<file path="src/rtl/gray_sync_rx.sv">
// Receive side of a gray-coded counter crossing: synchronises a foreign-domain gray value,
// decodes it to binary, reports per-update step size and flags illegal multi-bit transitions.
module gray_sync_rx #(
   parameter int WIDTH       = 4,
   parameter int SYNC_STAGES = 2
) (
   input  logic             clk,
   input  logic             reset_n,
   input  logic [WIDTH-1:0] gray_in,
   input  logic             error_clear,
   output logic [WIDTH-1:0] gray_sync,
   output logic [WIDTH-1:0] binary_out,
   output logic             valid,
   output logic             changed,
   output logic [WIDTH-1:0] delta,
   output logic             error
);

   localparam int CNT_W = $clog2(SYNC_STAGES + 1);
   localparam logic [CNT_W-1:0] FILL_LAST = CNT_W'(SYNC_STAGES - 1);
   localparam logic [CNT_W-1:0] CNT_ONE   = CNT_W'(1);

   typedef enum logic [1:0] {
      ST_FILL  = 2'b00,
      ST_PRIME = 2'b01,
      ST_TRACK = 2'b10
   } state_t;

   function automatic logic [WIDTH-1:0] gray_to_bin(input logic [WIDTH-1:0] g);
      logic [WIDTH-1:0] b;
      b[WIDTH-1] = g[WIDTH-1];
      for (int i = WIDTH - 2; i >= 0; i--) begin
         b[i] = b[i+1] ^ g[i];
      end
      return b;
   endfunction

   // More than one bit set in d: clearing the lowest set bit leaves something behind.
   function automatic logic multi_bit(input logic [WIDTH-1:0] d);
      return ((d & (d - {{(WIDTH-1){1'b0}}, 1'b1})) != {WIDTH{1'b0}});
   endfunction

   logic [SYNC_STAGES-1:0][WIDTH-1:0] sync_r;
   state_t                            state_r, state_s;
   logic [CNT_W-1:0]                  fill_cnt_r, fill_cnt_s;
   logic [WIDTH-1:0]                  bin_r, bin_s;
   logic [WIDTH-1:0]                  prev_r, prev_s;
   logic [WIDTH-1:0]                  delta_r, delta_s;
   logic                              valid_r, valid_s;
   logic                              changed_r, changed_s;
   logic                              error_r, error_s;
   logic [WIDTH-1:0]                  gray_sync_s;
   logic [WIDTH-1:0]                  decoded_s;

   assign gray_sync_s = sync_r[SYNC_STAGES-1];
   assign decoded_s   = gray_to_bin(gray_sync_s);

   // Synchroniser chain, free-running regardless of FSM state.
   always_ff @(posedge clk or negedge reset_n) begin
      if (!reset_n) begin
         for (int i = 0; i < SYNC_STAGES; i++) begin
            sync_r[i] <= {WIDTH{1'b0}};
         end
      end else begin
         sync_r[0] <= gray_in;
         for (int i = 1; i < SYNC_STAGES; i++) begin
            sync_r[i] <= sync_r[i-1];
         end
      end
   end

   // State and output registers.
   always_ff @(posedge clk or negedge reset_n) begin
      if (!reset_n) begin
         state_r    <= ST_FILL;
         fill_cnt_r <= {CNT_W{1'b0}};
         bin_r      <= {WIDTH{1'b0}};
         prev_r     <= {WIDTH{1'b0}};
         delta_r    <= {WIDTH{1'b0}};
         valid_r    <= 1'b0;
         changed_r  <= 1'b0;
         error_r    <= 1'b0;
      end else begin
         state_r    <= state_s;
         fill_cnt_r <= fill_cnt_s;
         bin_r      <= bin_s;
         prev_r     <= prev_s;
         delta_r    <= delta_s;
         valid_r    <= valid_s;
         changed_r  <= changed_s;
         error_r    <= error_s;
      end
   end

   // Next-state and next-output logic.
   always_comb begin
      state_s    = state_r;
      fill_cnt_s = fill_cnt_r;
      bin_s      = bin_r;
      prev_s     = prev_r;
      delta_s    = delta_r;
      valid_s    = valid_r;
      changed_s  = changed_r;
      error_s    = error_r;
      case (state_r)
         ST_FILL: begin
            fill_cnt_s = fill_cnt_r + CNT_ONE;
            if (fill_cnt_r == FILL_LAST) begin
               state_s = ST_PRIME;
            end else begin
               state_s = ST_FILL;
            end
         end
         ST_PRIME: begin
            bin_s   = decoded_s;
            prev_s  = gray_sync_s;
            valid_s = 1'b1;
            state_s = ST_TRACK;
         end
         ST_TRACK: begin
            bin_s  = decoded_s;
            prev_s = gray_sync_s;
            if (decoded_s != bin_r) begin
               changed_s = 1'b1;
               delta_s   = decoded_s - bin_r;
            end else begin
               changed_s = 1'b0;
               delta_s   = {WIDTH{1'b0}};
            end
            // A fresh violation wins over a simultaneous clear.
            if (multi_bit(gray_sync_s ^ prev_r)) begin
               error_s = 1'b1;
            end else if (error_clear) begin
               error_s = 1'b0;
            end else begin
               error_s = error_r;
            end
         end
         default: begin
            state_s    = ST_FILL;
            fill_cnt_s = {CNT_W{1'b0}};
            valid_s    = 1'b0;
            changed_s  = 1'b0;
            delta_s    = {WIDTH{1'b0}};
            error_s    = 1'b0;
         end
      endcase
   end

   assign gray_sync  = gray_sync_s;
   assign binary_out = bin_r;
   assign valid      = valid_r;
   assign changed    = changed_r;
   assign delta      = delta_r;
   assign error      = error_r;

endmodule
</file>
<file path="config.mk">
export PLATFORM = sky130hd
export DESIGN_NAME = gray_sync_rx
export DESIGN_NICKNAME = d
export VERILOG_FILES = /design/src/rtl/gray_sync_rx.sv
export SDC_FILE = /design/constraint.sdc
export NUM_CORES = 1
export LEC_CHECK = 0
export BUFFER_PORTS_ARGS = -buffer_cell sky130_fd_sc_hd__buf_2
export CORE_MARGIN = 2
export CORE_UTILIZATION = 40
export DETAILED_ROUTE_END_ITERATION = 6
export PLACE_DENSITY = 0.61
export RECOVER_POWER = 100
export SLEW_MARGIN = 30
export SYNTH_ARGS = -nofsm -noshare
export SYNTH_HDL_FRONTEND = slang
export SYNTH_SLANG_ARGS = --single-unit
</file>
<file path="constraint.sdc">
create_clock -name clk -period 2.1 [get_ports clk]
set_clock_uncertainty 0.2 [all_clocks]
set_input_delay 0.42 -clock clk [delete_from_list [all_inputs] [get_ports clk]]
set_output_delay 0.42 -clock clk [all_outputs]
set_load 0.01 [all_outputs]
</file>
==> Implementation_results.wiki, run 1 <==
{| class="wikitable"
! Metric !! Value
|-
| Delay-heaviest family, CP || compound AO/OA/AOI/OAI gates
|-
| Via count of the first global-routing pass || about 740
|-
| Main combinational cell family by area after synthesis || simple AND/OR/NAND/NOR gates
|-
| List of most frequent post-synthesis cells || sky130_fd_sc_hd__dfrtp_1 (26), sky130_fd_sc_hd__nand2_1 (12), sky130_fd_sc_hd__o21ai_0 (9), sky130_fd_sc_hd__ha_1 (7), sky130_fd_sc_hd__inv_1 (7)
|-
| Number of detailed-route iterations in the first pass || 6
|-
| Worst setup slack after layout || -0.0665 ns
|-
| Cell variety after synth || 23
|-
| Most frequently used flop master after synthesis || sky130_fd_sc_hd__dfrtp_1
|-
| EDFF count, synth || 0
|-
| Post-route worst hold slack || 0.164 ns
|-
| Violated checks || DRC, setup timing
|-
| Setup repair after global routing missed its margin || yes
|-
| Yosys reg bits || 26
|-
| Fraction of layout instances using a drive strength above 1 || 0.241
|-
| Total routing usage reported by global routing || 0.127
|-
| Number of buffers created by CTS || 3
|-
| Port buffer count || 21
|-
| Proportion of synthesized chip area in sequential cells || 0.540
|-
| Post-synthesis cell area || roughly 0.0012 mm^2
|-
| Clock sink count || 26
|-
| Via/cell ratio || 4.81
|-
| Post-synthesis mux area share || 0.0561
|-
| Final Hold Viols || 0
|-
| Delay of the slowest cell on the worst path || around 0.43 ns
|-
| Initial antenna violation count || 0
|-
| Placer's final routability congestion estimate || around 0.84
|-
| Total of max-cap violations || 0
|-
| Final std cells w/o fill || between 150 and 200
|-
| Fin nets || around 150
|-
| 1st-iter DRT viols || 11
|-
| Hold crit path type || flip-flop to flip-flop
|-
| Worst-skew pair later-pin latency || between 0.3 and 0.4 ns
|-
| Final design utilization || 0.521
|-
| Vias || ~800
|-
| Cell leakage power || around 0.69 nW
|-
| Number of rows created at floorplan || 19
|-
| Max rail drop VDD || 511 uV
|-
| Number of pins with negative max-slew slack in the final report || 0
|-
| Worst endpoint required time || around 2.1 ns
|-
| Post-placement cell count || between 150 and 200
|-
| Total I/O pin count || 22
|-
| Worst-path fanout max || 3
|-
| Cell Chain, Critical Path || xnor2_2, xnor2_2, buf_4, ha_4, nor2b_1, o21ai_1, nand2b_1, a221o_1
|-
| Capture point of the worst reg-to-reg path || delta[3]
|-
| Count of yosys warnings during synthesis || 0
|-
| Pin count of the biggest net entering global routing || 27
|-
| Simple logic cell fraction of the synthesized area || 0.109
|-
| Synth Instances || between 100 and 150
|-
| Hold path startpoint || sync_r[3]
|-
| Hold Crit Endpoint || gray_sync[3]
|-
| Post-synthesis share of cell area spent on xor and xnor gates || 0.0644
|-
| Most common cell in the netlist || sky130_fd_sc_hd__dfrtp_1
|-
| WL per Instance || around 12 um
|-
| Largest area contributor in the synthesized netlist || sky130_fd_sc_hd__dfrtp_1
|-
| Crit. End Element || flip-flop
|-
| Timing-limited maximum frequency || about 460 MHz
|-
| Buffer cell driving the clock tree root || sky130_fd_sc_hd__clkbuf_4
|-
| Antenna Diode Count || 0
|-
| Net Count, Synth || roughly 120
|-
| Period Utilization, post-route || 1.03
|-
| Critical Path Most Common Cell || sky130_fd_sc_hd__xnor2_2
|-
| Synthesized-area fraction occupied by adder cells || 0.0976
|-
| # setup viols final || 3
|-
| Synth-to-Final Area Change || 21.3%
|-
| Fraction of post-synthesis cell area in the top cell type by area || 0.540
|-
| Largest cells by area after synthesis || sky130_fd_sc_hd__dfrtp_1 (54%), sky130_fd_sc_hd__ha_1 (7.3%), sky130_fd_sc_hd__mux2_2 (5.6%)
|-
| Sum of net half-perimeters after detailed placement || approximately 1400 um
|-
| Level count of the clock H-tree || 1
|-
| Initial Util || 0.430
|-
| Number of remaining DRC errors || 3
|-
| Final min period || 2.17 ns
|-
| Nature of the critical path startpoint || flip-flop
|-
| Arrival time at the worst endpoint || around 2.2 ns
|-
| Core region area || between 0.002 and 0.003 mm^2
|-
| Power density of the placed cells || between 800 and 900 mW/mm^2
|-
| Global-route wire length before repair || around 3200 um
|-
| Slack of the worst reg-to-reg path || -0.07 ns
|-
| Cells on Worst Hold Path || 0
|-
| Critical path buffer and inverter count || 1
|-
| Bufs on Longest Clock Path || 2
|-
| Launch point of the critical path || gray_sync[3]
|-
| Worst-Margin Slew || 0.641 ns
|-
| Worst max-slew margin expressed relative to the limit || 0.573
|-
| CTS tree || built
|-
| Slowest cell on the critical path || sky130_fd_sc_hd__dfrtp_1
|-
| Async set or reset register ratio after synthesis || 1.00
|-
| Crit Path Category || flip-flop to flip-flop
|-
| Pre-CTS worst setup slack || -0.0802 ns
|-
| Overall die width || between 50 and 60 um
|-
| Total Wirelength || 1910 um
|-
| Congestion Overflow GR || 0
|-
| Count of antenna-violating nets left after detailed routing || 0
|-
| Syn_area_per_cell || between 10 and 15 um^2
|-
| Y dimension of the die || 58.9 um
|-
| Die Outline Area || about 0.0035 mm^2
|-
| Depth of the worst register-to-register path || 8
|-
| Clock input transition at the sequential cells of the worst setup and hold paths || between 0.1 and 0.15 ns
|-
| Outcome || finished, violations left
|-
| Startpoint of the worst-slack reg-to-reg timing path || gray_sync[3]
|-
| Fraction of the mapped netlist area in compound gates || 0.0706
|}
layout make-up:
type | count | area, um^2
Timing Repair Buffer | 30 | 166
Multi-Input combinational cell | 66 | 527
Inverter | 7 | 26.3
Tap cell | 31 | 38.8
Sequential cell | 26 | 651
Clock inverter | 1 | 30.0
Fill cell | 269 | 1340
Clock buffer | 3 | 22.5
per-layer routing:
layer  wire (um)  global-route usage  share of wire
met1         848               0.144           0.44
met2         900               0.206           0.47
met3         116              0.0462          0.061
met4          42              0.0682          0.022
met5           0                   0              0
worst register-to-register path: cells and delay by family (launching register included):
family,cells,cell delay (ns)
AOI/OAI and AO/OA,2,0.45
DFF,1,0.43
xor gates and xnor gates,2,0.42
adders and majority gates,1,0.19
and+or+nand+nor,2,0.19
buffers and inverters,1,0.18
sequential cells by signal, summed over array words and instances, names as in the netlist:
signal / cells
binary_out: 4
changed: 1
delta: 4
error: 1
fill_cnt_r: 2
gray_sync: 4
prev_r: 3
state_r: 2
sync_r: 4
valid: 1
metrics by stage:
| step | power [mW] | cell area (um^2) | TNS (ns) |
|---|---|---|---|
| 3_5_place_dp | 0.849 | 1330 | -0.166 |
| 4_1_cts | 1.22 | 1460 | -0.228 |
| 2_1_floorplan | 0.757 | 1210 | -0.0226 |
| 6_report | 1.20 | 1460 | -0.108 |
| 5_1_grt | 1.28 | 1460 | -0.435 |
| 3_3_place_gp | 0.843 | 1330 | -0.0157 |
worst max-delay path by stage:
stage / endpoint / cells after the start
after floorplan: delta[2] / 7
after global placement: delta[2] / 7
after detailed placement: delta[2] / 7
after CTS: delta[2] / 7
after global routing: delta[3] / 8
final: delta[3] / 8
layout by cell type, fill, tap and decap left out, types with 2 or more instances in the layout:
master                          netlist  final
sky130_fd_sc_hd__dfrtp_1             26     26
sky130_fd_sc_hd__clkbuf_1             3     13
sky130_fd_sc_hd__nand2_1             12     12
sky130_fd_sc_hd__buf_2                0      8
sky130_fd_sc_hd__inv_1                7      7
sky130_fd_sc_hd__o21ai_0              9      7
sky130_fd_sc_hd__nor2_1               6      6
sky130_fd_sc_hd__mux2_2               6      6
sky130_fd_sc_hd__ha_1                 7      5
sky130_fd_sc_hd__dlygate4sd3_1        0      5
sky130_fd_sc_hd__nand2b_1             4      4
sky130_fd_sc_hd__xor2_1               4      4
sky130_fd_sc_hd__xnor2_2              1      3
sky130_fd_sc_hd__a21oi_1              3      3
sky130_fd_sc_hd__clkbuf_4             0      3
sky130_fd_sc_hd__buf_4                5      3
sky130_fd_sc_hd__nor2b_1              2      2
logic make-up (layout without fill, tap and decap cells):
| kind of cell | Yosys count | in the layout |
|---|---|---|
| buffers and inverters | 15 | 41 |
| adders and majority gates | 9 | 9 |
| AOI/OAI and AO/OA | 15 | 15 |
| and+or+nand+nor | 28 | 28 |
| muxes | 6 | 6 |
| xor gates and xnor gates | 8 | 8 |
| DFF | 26 | 26 |
where the power goes:
group | total [mW] | switching [mW] | internal [mW]
sequential | 0.595 | 0.0364 | 0.559
combinational | 0.265 | 0.137 | 0.128
clock | 0.344 | 0.151 | 0.193
total | 1.20 | 0.324 | 0.880
timing repair:
item / in CTS / in global routing
endpoints found under the setup margin: 4 / 4
buffers inserted: 1 / 0
hold endpoints to repair: 30 / 0
hold buffers: 5 / 0
gates resized for setup: 6 / 3
pin swaps: 6 / 8
(Power assumes the default switching activity.)
==> run 2, diff against run 1 <==
- ABC_AREA: default -> 1
==> Implementation_results.wiki, run 2 <==
{| class="wikitable"
! Metric !! Value
|-
| Placer's final routability congestion estimate || 0.781 (was 0.835)
|-
| Total negative slack || 0 ns (was -0.108 ns)
|-
| Final min period || 2.04 ns (was 2.17 ns)
|-
| Cell variety after synth || 18 (was 23)
|-
| Antenna Diode Count || 0 (unchanged)
|-
| Largest area contributor in the synthesized netlist || sky130_fd_sc_hd__dfrtp_1 (unchanged)
|-
| Max rail drop VDD || 322 uV (was 511 uV)
|-
| Synth Instances || 136 (was 107)
|-
| Part of the power in registers || 0.512 (was 0.494)
|-
| Nature of the critical path startpoint || flip-flop (unchanged)
|-
| Post-synthesis cell area || 0.00124 mm^2 (was 0.00120 mm^2)
|-
| WL per Instance || 10.9 um (was 11.6 um)
|-
| Async set or reset register ratio after synthesis || 1.00 (unchanged)
|-
| Congestion Overflow GR || 0 (unchanged)
|-
| Synth-to-Final Area Change || 21.8% (was 21.3%)
|-
| Timing-limited maximum frequency || 490 MHz (was 462 MHz)
|-
| Y dimension of the die || 59.7 um (was 58.9 um)
|-
| Via/cell ratio || 4.73 (was 4.81)
|-
| Cell internal pwr || 0.826 mW (was 0.880 mW)
|-
| Number of pins with negative max-slew slack in the final report || 0 (unchanged)
|-
| Launch point of the critical path || gray_sync[3] (unchanged)
|-
| # setup viols final || 0 (was 3)
|-
| Number of rows created at floorplan || 20 (was 19)
|-
| Net switching power || 0.293 mW (was 0.324 mW)
|-
| Worst endpoint required time || 2.15 ns (was 2.13 ns)
|-
| Post-route worst hold slack || 0.166 ns (was 0.164 ns)
|-
| Largest cells by area after synthesis || sky130_fd_sc_hd__dfrtp_1 (52%), sky130_fd_sc_hd__nand2_1 (11%), sky130_fd_sc_hd__o21ai_0 (8.5%) (was sky130_fd_sc_hd__dfrtp_1 (54%), sky130_fd_sc_hd__ha_1 (7.3%), sky130_fd_sc_hd__mux2_2 (5.6%))
|-
| Number of buffers created by CTS || 3 (unchanged)
|-
| Global-route wire length before repair || 3610 um (was 3170 um)
|-
| Outcome || finished, final reports clean (was finished, violations left)
|-
| Cells on Worst Hold Path || 0 (unchanged)
|-
| Bufs on Longest Clock Path || 2 (unchanged)
|-
| Worst max-slew margin expressed relative to the limit || 0.572 (was 0.573)
|-
| Worst-skew pair later-pin latency || 0.32 ns (was 0.33 ns)
|-
| 1st-iter DRT viols || 21 (was 11)
|-
| Syn_area_per_cell || 9.13 um^2 (was 11.3 um^2)
|-
| Proportion of synthesized chip area in sequential cells || 0.524 (was 0.540)
|-
| EDFF count, synth || 0 (unchanged)
|-
| Worst-path fanout max || 4 (was 3)
|-
| Setup repair after global routing missed its margin || yes (unchanged)
|-
| Total Wirelength || 2170 um (was 1910 um)
|-
| Depth of the worst register-to-register path || 13 (was 8)
|-
| Most frequent standard cell in the layout excluding fill and tap cells || sky130_fd_sc_hd__nand2_1 (was sky130_fd_sc_hd__dfrtp_1)
|-
| Power density of the placed cells || 740 mW/mm^2 (was 824 mW/mm^2)
|-
| Most frequently used flop master after synthesis || sky130_fd_sc_hd__dfrtp_1 (unchanged)
|-
| Clock input transition at the sequential cells of the worst setup and hold paths || 0.15 ns (was 0.14 ns)
|-
| Critical path buffer and inverter count || 3 (was 1)
|-
| Via count of the first global-routing pass || 844 (was 735)
|-
| Fraction of layout instances using a drive strength above 1 || 0.241 (about the same)
|-
| Slowest cell on the critical path || sky130_fd_sc_hd__dfrtp_1 (unchanged)
|-
| Cell Chain, Critical Path || inv_2, nand2_2, nand2_2, nand2_2, nand2_4, inv_2, nand2_2, nand2_2, inv_2, ha_4, fa_2, xor2_1, o21ai_1 (was xnor2_2, xnor2_2, buf_4, ha_4, nor2b_1, o21ai_1, nand2b_1, a221o_1)
|-
| Count of yosys warnings during synthesis || 0 (unchanged)
|-
| Crit. End Element || flip-flop (unchanged)
|-
| Period Utilization, post-route || 0.972 (was 1.03)
|-
| Delay of the slowest cell on the worst path || 0.43 ns (about the same)
|-
| Yosys reg bits || 26 (unchanged)
|-
| Core region area || 0.00300 mm^2 (was 0.00281 mm^2)
|-
| Pin count of the biggest net entering global routing || 27 (unchanged)
|-
| Total I/O pin count || 22 (unchanged)
|-
| Most common cell in the netlist || sky130_fd_sc_hd__nand2_1 (was sky130_fd_sc_hd__dfrtp_1)
|-
| Number of remaining DRC errors || 0 (was 3)
|-
| Total of max-cap violations || 0 (unchanged)
|-
| Critical Path Most Common Cell || sky130_fd_sc_hd__nand2_2 (was sky130_fd_sc_hd__xnor2_2)
|-
| Fin nets || 182 (was 149)
|-
| Final Hold Viols || 0 (unchanged)
|-
| Clock sink count || 26 (unchanged)
|-
| Port buffer count || 21 (unchanged)
|-
| Vias || 941 (was 789)
|-
| Delay-heaviest family, CP || adder cells (was compound AO/OA/AOI/OAI gates)
|-
| Total routing usage reported by global routing || 0.134 (was 0.127)
|-
| Worst-Margin Slew || 0.642 ns (was 0.641 ns)
|-
| Hold crit path type || flip-flop to flip-flop (unchanged)
|-
| Switching portion of total power || 0.262 (was 0.269)
|-
| Proportion of power drawn by the clock network || 0.308 (was 0.286)
|-
| Initial Util || 0.413 (was 0.430)
|-
| Crit Path Category || flip-flop to flip-flop (unchanged)
|-
| Sum of net half-perimeters after detailed placement || 1580 um (was 1360 um)
|-
| Hold path startpoint || sync_r[1] (was sync_r[3])
|-
| Net Count, Synth || 151 (was 122)
|-
| Proportion of power drawn by combinational gates || 0.180 (was 0.220)
|-
| Number of cells on the critical path || 13 (was 8)
|-
| List of most frequent post-synthesis cells || sky130_fd_sc_hd__nand2_1 (35), sky130_fd_sc_hd__dfrtp_1 (26), sky130_fd_sc_hd__o21ai_0 (21), sky130_fd_sc_hd__inv_1 (16), sky130_fd_sc_hd__ha_1 (7) (was sky130_fd_sc_hd__dfrtp_1 (26), sky130_fd_sc_hd__nand2_1 (12), sky130_fd_sc_hd__o21ai_0 (9), sky130_fd_sc_hd__ha_1 (7), sky130_fd_sc_hd__inv_1 (7))
|-
| Overall die width || 59.7 um (was 58.9 um)
|-
| Count of antenna-violating nets left after detailed routing || 0 (unchanged)
|-
| Fraction of post-synthesis cell area in the top cell type by area || 0.524 (was 0.540)
|-
| Die Outline Area || 0.00356 mm^2 (was 0.00347 mm^2)
|-
| Level count of the clock H-tree || 1 (unchanged)
|-
| Startpoint of the worst-slack reg-to-reg timing path || gray_sync[3] (unchanged)
|-
| CTS tree || built (unchanged)
|-
| Number of detailed-route iterations in the first pass || 4 (was 6)
|-
| Buffer cell driving the clock tree root || sky130_fd_sc_hd__clkbuf_4 (unchanged)
|-
| Cell leakage power || 0.779 nW (was 0.686 nW)
|-
| Initial antenna violation count || 0 (unchanged)
|-
| Arrival time at the worst endpoint || 2.10 ns (was 2.19 ns)
|-
| Highest-count cells in the layout ignoring fill and taps || sky130_fd_sc_hd__nand2_1 (31), sky130_fd_sc_hd__dfrtp_1 (26), sky130_fd_sc_hd__o21ai_0 (18) (was sky130_fd_sc_hd__dfrtp_1 (26), sky130_fd_sc_hd__clkbuf_1 (13), sky130_fd_sc_hd__nand2_1 (12))
|}
[run 2: cell types whose count changed in the layout (fill, tap and decap cells not counted), sizes merged, moves of 2 or more]
cell | before | now
mux2 | 6 | 0
xor2 | 4 | 2
xnor2 | 4 | 0
nand2 | 12 | 41
nor2b | 2 | 0
inv | 7 | 18
a21oi | 3 | 1
clkbuf | 17 | 15
o21ai | 9 | 22
o31ai | 2 | 0
nand3 | 1 | 4
nand2b | 4 | 0
buf | 11 | 16
[run 2: area by class of cell]
| class | count | area [um^2] |
|---|---|---|
| clock inverter | 1 | 30.0 |
| sequential | 26 | 651 |
| tap | 33 | 41.3 |
| timing repair buffer | 33 | 194 |
| fill | 290 | 1490 |
| clock buffer | 3 | 22.5 |
| inverter | 18 | 67.6 |
| multi-input combinational | 85 | 505 |
[run 2: cell families after synthesis]
group,Yosys count,share of synthesized area
DFF,26,0.524
AOI/OAI and AO/OA,25,0.111
buffers and inverters,25,0.0968
adders and majority gates,8,0.0867
and+or+nand+nor,50,0.167
xor gates and xnor gates,2,0.0141
[run 2: through the flow]
step           area (um^2)  utilization  worst slack [ns]  total power, mW  instances
6_report              1510        0.503            0.0579             1.12        199
5_1_grt               1510        0.503           -0.0356             1.19        199
4_1_cts               1480        0.492           0.00326             1.12        197
3_5_place_dp          1370        0.455           -0.0557            0.766        187
3_3_place_gp          1370        0.455            0.0350            0.760        187
2_1_floorplan         1240            -            0.0410            0.689        136
[run 2: routing by layer]
metal  wire [um]  global-route usage  vias to the layer above
met4          27              0.0476                        0
met3          87              0.0260                        4
met2        1080               0.217                       22
met5           0                   0                        -
li1            -                   -                      485
met1         978               0.177                      430
[run 2: what timing repair did]
item,in CTS,in global routing
setup endpoints to repair,1,3
hold buffers,5,0
hold endpoints to repair,30,0
setup buffers,1,2
resized for setup,2,12
pin swaps,0,7
[run 2: power by group through the flow]
stage | combinational (mW) | sequential (mW) | clock (mW)
after global routing | 0.227 | 0.580 | 0.380
after detailed placement | 0.185 | 0.581 | 0
after CTS | 0.196 | 0.570 | 0.358
after floorplan | 0.0945 | 0.595 | 0
after global placement | 0.181 | 0.578 | 0
final | 0.202 | 0.572 | 0.344
[run 2: final timing paths]
kind | to | slack [ns]
worst min register to register | gray_sync[1] | 0.17
max in group asynchronous | binary_out[0] | 0.85
min in group asynchronous | binary_out[2] | 0.43
worst max-delay path | delta[2] | 0.06
worst min-delay path | gray_sync[1] | 0.17
worst max register to register | delta[2] | 0.06
[run 2: worst register-to-register path, stage by stage, from the launching register on]
cell	delay [ns]
sky130_fd_sc_hd__dfrtp_1	0.43
sky130_fd_sc_hd__inv_2	0.06
sky130_fd_sc_hd__nand2_2	0.08
sky130_fd_sc_hd__nand2_2	0.06
sky130_fd_sc_hd__nand2_2	0.07
sky130_fd_sc_hd__nand2_4	0.06
sky130_fd_sc_hd__inv_2	0.06
sky130_fd_sc_hd__nand2_2	0.05
sky130_fd_sc_hd__nand2_2	0.06
sky130_fd_sc_hd__inv_2	0.04
sky130_fd_sc_hd__ha_4	0.15
sky130_fd_sc_hd__fa_2	0.35
sky130_fd_sc_hd__xor2_1	0.16
sky130_fd_sc_hd__o21ai_1	0.13
